`src/rtl/csa_pkg.sv`:
```
// Shared types and helpers for the carry-select resolve pipeline.
package csa_pkg;

  localparam int CSA_WIDTH = 8;
  localparam int CSA_NBLK  = 4;

  // Dual candidates for one block, as produced by the sum-candidate generator.
  typedef struct packed {
    logic [CSA_WIDTH-1:0] sum0;
    logic [CSA_WIDTH-1:0] sum1;
    logic                 co0;
    logic                 co1;
  } csa_cand_t;

  // One resolved block.
  typedef struct packed {
    logic [CSA_WIDTH-1:0] sum;
    logic                 carry;
  } csa_res_t;

  localparam int CSA_CAND_W = $bits(csa_cand_t);

  // Pick the candidate matching the incoming carry.
  function automatic csa_res_t csa_sel(input logic r, input csa_cand_t pair);
    csa_res_t res;
    res.sum   = r ? pair.sum1 : pair.sum0;
    res.carry = r ? pair.co1  : pair.co0;
    return res;
  endfunction

endpackage

```
`src/rtl/csa_select_pipe_if.sv`:
```
// Handshake and data bundle between the candidate generator, the resolve pipe and its consumer.
interface csa_select_pipe_if #(
  parameter int WIDTH = 8,
  parameter int NBLK  = 4
);
  logic                   in_valid;
  logic                   in_ready;
  logic                   c_in;
  logic [NBLK*WIDTH-1:0]  s0;
  logic [NBLK*WIDTH-1:0]  s1;
  logic [NBLK-1:0]        co0;
  logic [NBLK-1:0]        co1;
  logic                   out_valid;
  logic                   out_ready;
  logic [NBLK*WIDTH-1:0]  sum;
  logic                   c_out;

  modport master (
    output in_valid, c_in, s0, s1, co0, co1, out_ready,
    input  in_ready, out_valid, sum, c_out
  );

  modport slave (
    input  in_valid, c_in, s0, s1, co0, co1, out_ready,
    output in_ready, out_valid, sum, c_out
  );
endinterface

```
`src/rtl/csa_select_stage.sv`:
```
// One resolve stage: selects block K from the incoming carry and registers the bundle.
// pipe_i layout (LSB first): resolved sums of blocks 0..K-1, then candidate pairs of blocks K..NBLK-1.
// pipe_o layout (LSB first): resolved sums of blocks 0..K,   then candidate pairs of blocks K+1..NBLK-1.
module csa_select_stage
  import csa_pkg::*;
#(
  parameter int  K    = 0,
  parameter int  NBLK = CSA_NBLK,
  localparam int LO_W = K * CSA_WIDTH,
  localparam int HI_N = NBLK - 1 - K,
  localparam int PIN  = LO_W + (HI_N + 1) * CSA_CAND_W,
  localparam int POUT = LO_W + CSA_WIDTH + HI_N * CSA_CAND_W
) (
  input  logic            clk,
  input  logic            rst_n,
  input  logic            valid_i,
  output logic            ready_o,
  output logic            valid_o,
  input  logic            ready_i,
  input  logic            carry_i,
  input  logic [PIN-1:0]  pipe_i,
  output logic            carry_o,
  output logic [POUT-1:0] pipe_o
);

  localparam logic [POUT-1:0] LO_MASK = (POUT'(1) << LO_W) - POUT'(1);

  logic            valid_q;
  logic            carry_q;
  logic [POUT-1:0] pipe_q;
  logic [POUT-1:0] pipe_d;
  csa_cand_t       cand;
  csa_res_t        res;

  assign cand = csa_cand_t'(pipe_i[LO_W +: CSA_CAND_W]);
  assign res  = csa_sel(carry_i, cand);

  // Block K's candidate pair collapses to its resolved sum; everything else shifts through unchanged.
  always_comb begin
    pipe_d = (POUT'(pipe_i >> (LO_W + CSA_CAND_W)) << (LO_W + CSA_WIDTH))
           | (POUT'(pipe_i) & LO_MASK)
           | (POUT'(res.sum) << LO_W);
  end

  // A stage can take a new bundle when empty or when its own content leaves this cycle.
  assign ready_o = !valid_q || ready_i;

  // Valid follows the handshake; data loads only on an actual transfer.
  always_ff @(posedge clk or negedge rst_n) begin
    if (!rst_n) begin
      valid_q <= 1'b0;
      carry_q <= 1'b0;
      pipe_q  <= '0;
    end else if (ready_o) begin
      valid_q <= valid_i;
      if (valid_i) begin
        carry_q <= res.carry;
        pipe_q  <= pipe_d;
      end
    end
  end

  assign valid_o = valid_q;
  assign carry_o = carry_q;
  assign pipe_o  = pipe_q;

endmodule

```
`src/rtl/csa_select_pipe.sv`:
```
// Carry-select resolve pipeline: one block resolved per stage, outputs straight from the last stage.
module csa_select_pipe
  import csa_pkg::*;
#(
  parameter int WIDTH = CSA_WIDTH,
  parameter int NBLK  = CSA_NBLK
) (
  input logic              clk,
  input logic              rst_n,
  csa_select_pipe_if.slave bus
);

  localparam int CW = CSA_CAND_W;

  logic [NBLK:0]      valid;
  logic [NBLK:0]      carry;
  logic [NBLK*CW-1:0] cand_pack;
  csa_cand_t          cand_tmp;

  // Gather the per-block candidate pairs into stage 0's layout, block 0 in the lowest slot.
  always_comb begin
    cand_pack = '0;
    cand_tmp  = '0;
    for (int b = 0; b < NBLK; b++) begin
      cand_tmp.sum0 = bus.s0[b*WIDTH +: WIDTH];
      cand_tmp.sum1 = bus.s1[b*WIDTH +: WIDTH];
      cand_tmp.co0  = bus.co0[b];
      cand_tmp.co1  = bus.co1[b];
      cand_pack[b*CW +: CW] = cand_tmp;
    end
  end

  assign valid[0] = bus.in_valid;
  assign carry[0] = bus.c_in;

  for (genvar k = 0; k < NBLK; k++) begin : g_stage
    localparam int PIN  = k * WIDTH + (NBLK - k) * CW;
    localparam int POUT = (k + 1) * WIDTH + (NBLK - 1 - k) * CW;

    logic [PIN-1:0]  pipe_in;
    logic [POUT-1:0] pipe_out;
    // Ready is chained through per-stage scalars so the backward path stays acyclic per signal.
    logic            rdy_up;
    logic            rdy_dn;

    if (k == 0) begin : g_head
      assign pipe_in = cand_pack;
    end else begin : g_body
      assign pipe_in = g_stage[k-1].pipe_out;
    end

    if (k == NBLK - 1) begin : g_tail
      assign rdy_dn = bus.out_ready;
    end else begin : g_mid
      assign rdy_dn = g_stage[k+1].rdy_up;
    end

    csa_select_stage #(
      .K    (k),
      .NBLK (NBLK)
    ) u_stage (
      .clk     (clk),
      .rst_n   (rst_n),
      .valid_i (valid[k]),
      .ready_o (rdy_up),
      .valid_o (valid[k+1]),
      .ready_i (rdy_dn),
      .carry_i (carry[k]),
      .pipe_i  (pipe_in),
      .carry_o (carry[k+1]),
      .pipe_o  (pipe_out)
    );
  end

  assign bus.in_ready  = g_stage[0].rdy_up;
  assign bus.out_valid = valid[NBLK];
  assign bus.c_out     = carry[NBLK];
  assign bus.sum       = g_stage[NBLK-1].pipe_out;

endmodule
```
`src/flat_wrapper.sv`:
```
// flat-port wrapper written by rule: the top's interface ports become plain ports
module csa_select_pipe_flat import csa_pkg::*;
#(
  parameter int WIDTH = CSA_WIDTH,
  parameter int NBLK  = CSA_NBLK
)
  (clk, rst_n, bus_in_valid, bus_c_in, bus_s0, bus_s1, bus_co0, bus_co1, bus_out_ready, bus_in_ready, bus_out_valid, bus_sum, bus_c_out);
  csa_select_pipe_if #(.WIDTH(WIDTH), .NBLK(NBLK)) bus_i ();
  input logic clk;
  input logic rst_n;
  input wire logic [$bits(bus_i.in_valid)-1:0] bus_in_valid;
  input wire logic [$bits(bus_i.c_in)-1:0] bus_c_in;
  input wire logic [$bits(bus_i.s0)-1:0] bus_s0;
  input wire logic [$bits(bus_i.s1)-1:0] bus_s1;
  input wire logic [$bits(bus_i.co0)-1:0] bus_co0;
  input wire logic [$bits(bus_i.co1)-1:0] bus_co1;
  input wire logic [$bits(bus_i.out_ready)-1:0] bus_out_ready;
  output wire logic [$bits(bus_i.in_ready)-1:0] bus_in_ready;
  output wire logic [$bits(bus_i.out_valid)-1:0] bus_out_valid;
  output wire logic [$bits(bus_i.sum)-1:0] bus_sum;
  output wire logic [$bits(bus_i.c_out)-1:0] bus_c_out;
  assign bus_i.in_valid = bus_in_valid;
  assign bus_i.c_in = bus_c_in;
  assign bus_i.s0 = bus_s0;
  assign bus_i.s1 = bus_s1;
  assign bus_i.co0 = bus_co0;
  assign bus_i.co1 = bus_co1;
  assign bus_i.out_ready = bus_out_ready;
  assign bus_in_ready = bus_i.in_ready;
  assign bus_out_valid = bus_i.out_valid;
  assign bus_sum = bus_i.sum;
  assign bus_c_out = bus_i.c_out;
  csa_select_pipe #(.WIDTH(WIDTH), .NBLK(NBLK)) u_core (.clk(clk), .rst_n(rst_n), .bus(bus_i));
endmodule
```
`config.mk`:
```
export PLATFORM = sky130hd
export DESIGN_NAME = csa_select_pipe_flat
export DESIGN_NICKNAME = d
export VERILOG_FILES = /design/src/rtl/csa_pkg.sv /design/src/rtl/csa_select_pipe_if.sv /design/src/rtl/csa_select_stage.sv /design/src/rtl/csa_select_pipe.sv /design/src/flat_wrapper.sv
export SDC_FILE = /design/constraint.sdc
export NUM_CORES = 1
export LEC_CHECK = 0
export CAP_MARGIN = 20
export CORE_UTILIZATION = 40
export DETAILED_ROUTE_END_ITERATION = 8
export PLACE_DENSITY = 0.71
export SLEW_MARGIN = 40
export SYNTH_ARGS = -nofsm -noshare
export SYNTH_HDL_FRONTEND = slang
export SYNTH_SLANG_ARGS = --single-unit
```
`constraint.sdc`:
```
create_clock -name clk -period 3.1 [get_ports clk]
set_input_delay 0.31 -clock clk [delete_from_list [all_inputs] [get_ports clk]]
set_output_delay 0.31 -clock clk [all_outputs]
set_load 0.005 [all_outputs]
```
==> impl_metrics.py <==
metrics = {
    "status": {
        "status": "finished clean",
    },
    "critical_path": {
        "reg2reg_to": "u_core.g_stage[0].u_stage.pipe_o[17]",
        "crit_type": "register to output pin",
        "path_max_fanout": 15,
        "cp.buffers_inverters": 1,
        "slowest_delay_ns": 0.62,
        "startpoint": "u_core.g_stage[2].u_stage.valid_o",
        "worstPathCellList": "and4b_1, nand2_1, clkdlybuf4s50_1",
        "required_ns": 2.79,
        "startpoint_type": "register",
        "reg2reg_depth": 4,
        "crit_path_end_kind": "output pin",
        "worstReg2RegStart": "u_core.g_stage[2].u_stage.valid_o",
        "arrival_ns": 2.01,
        "critical_path.slowest_cell": "dfrtp_1",
        "r2r_setup_slack_ns": 0.99,
        "crit_family": "flip-flops",
    },
    "clock_tree": {
        "cts_inserted_buffers": 17,
        "clkTransAtPathRegs_ns": 0.07,
        "clk_latency_ns": 0.43,
        "cts_tree": "yes",
        "htree_levels": 4,
        "cts_setup_buffers": 0,
        "clock_path_buffers": 2,
        "clock-root-buffer": "clkbuf_16",
        "cts.sink_count": 196,
    },
    "job": {
        "drv_cap": 0,
    },
    "placed_design": {
        "globalplace.congestion": 0.7218,
        "port_buffers": 111,
        "dp_hpwl_mm": 10.46,
        "dpl_worst_slack_ns": 0.6773,
        "placed_cells_incl_taps": 852,
    },
    "pwr": {
        "powerDensity_nw_per_um2": 818.8,
        "vdd_ir_drop_max_v": 0.0003947,
        "static-leakage-power_uw": 0.004315,
    },
    "floorplanning": {
        "die-area_um2": 20380,
        "ioPinCount": 112,
        "dieHeight_um": 142.8,
        "core.rowCount": 51,
        "die_x_um": 142.8,
        "coreArea_um2": 19460,
        "start_util_pct": 40.73,
    },
    "finish": {
        "nets": 685,
        "final_cell_mix": "196 x dfrtp_1, 112 x mux2_2, 110 x clkdlybuf4s50_1, 60 x mux2_4, 45 x a21oi_1",
        "drive_gt1_share_pct": 34.84,
        "num_antenna_cells": 0,
        "n_fill_cell": 1598,
        "stdcell_count": 885,
        "syn2layout_area_growth_pct": 26.22,
        "final_common_cell": "dfrtp_1",
    },
    "sta": {
        "fin_crit_sh_pct": 74.81,
        "tns_ns": 0,
        "max_freq_ghz": 0.4312,
        "worst_slew_pin_slew_ns": 0.7643,
        "relSlewSlack_pct": 48.92,
        "period_minus_slack_ns": 2.319,
        "finalHoldViolations": 0,
        "rsz0062_at_grt": "false",
        "maxSlewViolCount": 0,
        "hold_slack_ns": 0.3333,
        "report.final.setup_viol": 0,
        "skew_ns": 0.01122,
        "timing.final.ws_setup_ns": 0.7810,
    },
    "routing": {
        "via_per_inst": 4.962,
        "drtIter0Drc": 155,
        "antenna_left": 0,
        "vias": 4391,
        "wire_per_inst_um": 17.62,
        "dr.pass1.iters": 4,
        "route.detailed.drc": 0,
        "wl_mm": 15.60,
    },
    "global_route": {
        "grt-ovfl-total": 0,
        "grt_pass1_wl_mm": 25.55,
        "first_global_vias": 4799,
        "grtUsageTotal_pct": 16.67,
        "grt_max_degree": 101,
        "antenna_found_initial": 0,
    },
    "synthesis": {
        "avgSynthCellArea_um2": 15.95,
        "yosysSeqAreaShare_pct": 61.88,
        "yosysTopAreaCell": "dfrtp_1",
        "synthDistinctLibCells": 19,
        "synthCells": 497,
        "synth_area_um2": 7926,
        "yosys-top-cells-area": "dfrtp_1 62%, mux2_2 16%, mux2_4 11%, mux2i_1 3.4%, a21oi_1 2.8%",
        "synth_nets": 574,
        "synth_warnings": 0,
        "synth.ff_latch_count": 196,
        "synth_top_area_share_pct": 61.88,
    },
    "hold_path": {
        "min-delay-path-class": "input port to asynchronous set/reset pin",
    },
}
## through the flow
step	power, uW	utilization (%)	instance area (um^2)
after floorplan	4872	-	7926
after global placement	5749	47.89	9321
after detailed placement	5851	47.89	9321
after CTS	8292	51.26	9976
after global routing	8634	51.40	10000
final	8192	51.40	10000
## flip-flops by register name, indices dropped and copies added (netlist names)
| signal | flops |
|---|---|
| u_core.g_stage.u_stage.carry_o | 4 |
| u_core.g_stage.u_stage.pipe_o | 188 |
| u_core.g_stage.u_stage.valid_o | 4 |
## cells in the mapped netlist
master	number
a21boi_1	1
a21oi_1	45
a31oi_1	9
and2_1	2
and4b_1	1
buf_1	3
buf_2	10
buf_4	3
buf_6	7
clkbuf_1	8
dfrtp_1	196
mux2_1	2
mux2_2	112
mux2_4	60
mux2i_1	27
nand2_1	4
nand2b_1	5
nand3b_1	1
nand4b_1	1
## worst register-to-register path, delay by kind of cell (launching register included)
family,cells,cell delay [ns]
mux,1,0.39
flops,1,0.55
simple gates,1,0.33
compound gates,1,0.17
buf+inv,1,0.57
## cell families (layout without fill, tap and decap cells)
kind of cell	Yosys count	after routing	synth area share, %
muxes	201	201	30.97
and+or+nand+nor	14	14	1.073
DFF	196	196	61.88
buffers and inverters	31	154	2.431
AOI/OAI and AO/OA	55	55	3.646
## per-layer routing
| metal | vias up | part of all wire, % | GRT usage (%) |
|---|---|---|---|
| met5 | - | 0 | 0 |
| li1 | 1991 | - | - |
| met4 | 0 | 1.6 | 5.829 |
| met1 | 2284 | 45 | 21.56 |
| met3 | 20 | 5.3 | 5.030 |
| met2 | 96 | 48 | 26.57 |
## final cells by class
cell class                      instances  area [um^2]  area share, %
Sequential cell                       196         4905          49.02
Multi-Input combinational cell        270         2845          28.44
Timing Repair Buffer                  123         1279          12.78
Clock buffer                           20        446.7          4.465
Tap cell                              265        331.6          3.314
Clock inverter                         11        197.7          1.976
## timing repair
| item | in CTS | in global routing |
|---|---|---|
| endpoints found under the hold margin | 27 | 0 |
| setup endpoints to repair | 0 | 0 |
| gates resized for setup | 0 | 0 |
| hold buffers | 1 | 0 |
## power breakdown
part	switching, uW	internal [uW]
registers	535	3350
logic	632	1270
clock network	949	1460
total	2120	6080
## how the worst max path moves through the flow
stage	to	cells after the start	slack [ns]
2_1_floorplan	u_core.g_stage[0].u_stage.pipe_o[10]	5	1.59
4_1_cts	bus_in_ready	3	0.75
3_5_place_dp	u_core.g_stage[3].u_stage.pipe_o[22]	4	0.68
3_3_place_gp	u_core.g_stage[1].u_stage.pipe_o[20]	6	0.81
5_1_grt	bus_in_ready	3	0.66
6_report	bus_in_ready	3	0.78
No activity file was read; power rests on OpenSTA's default activity.
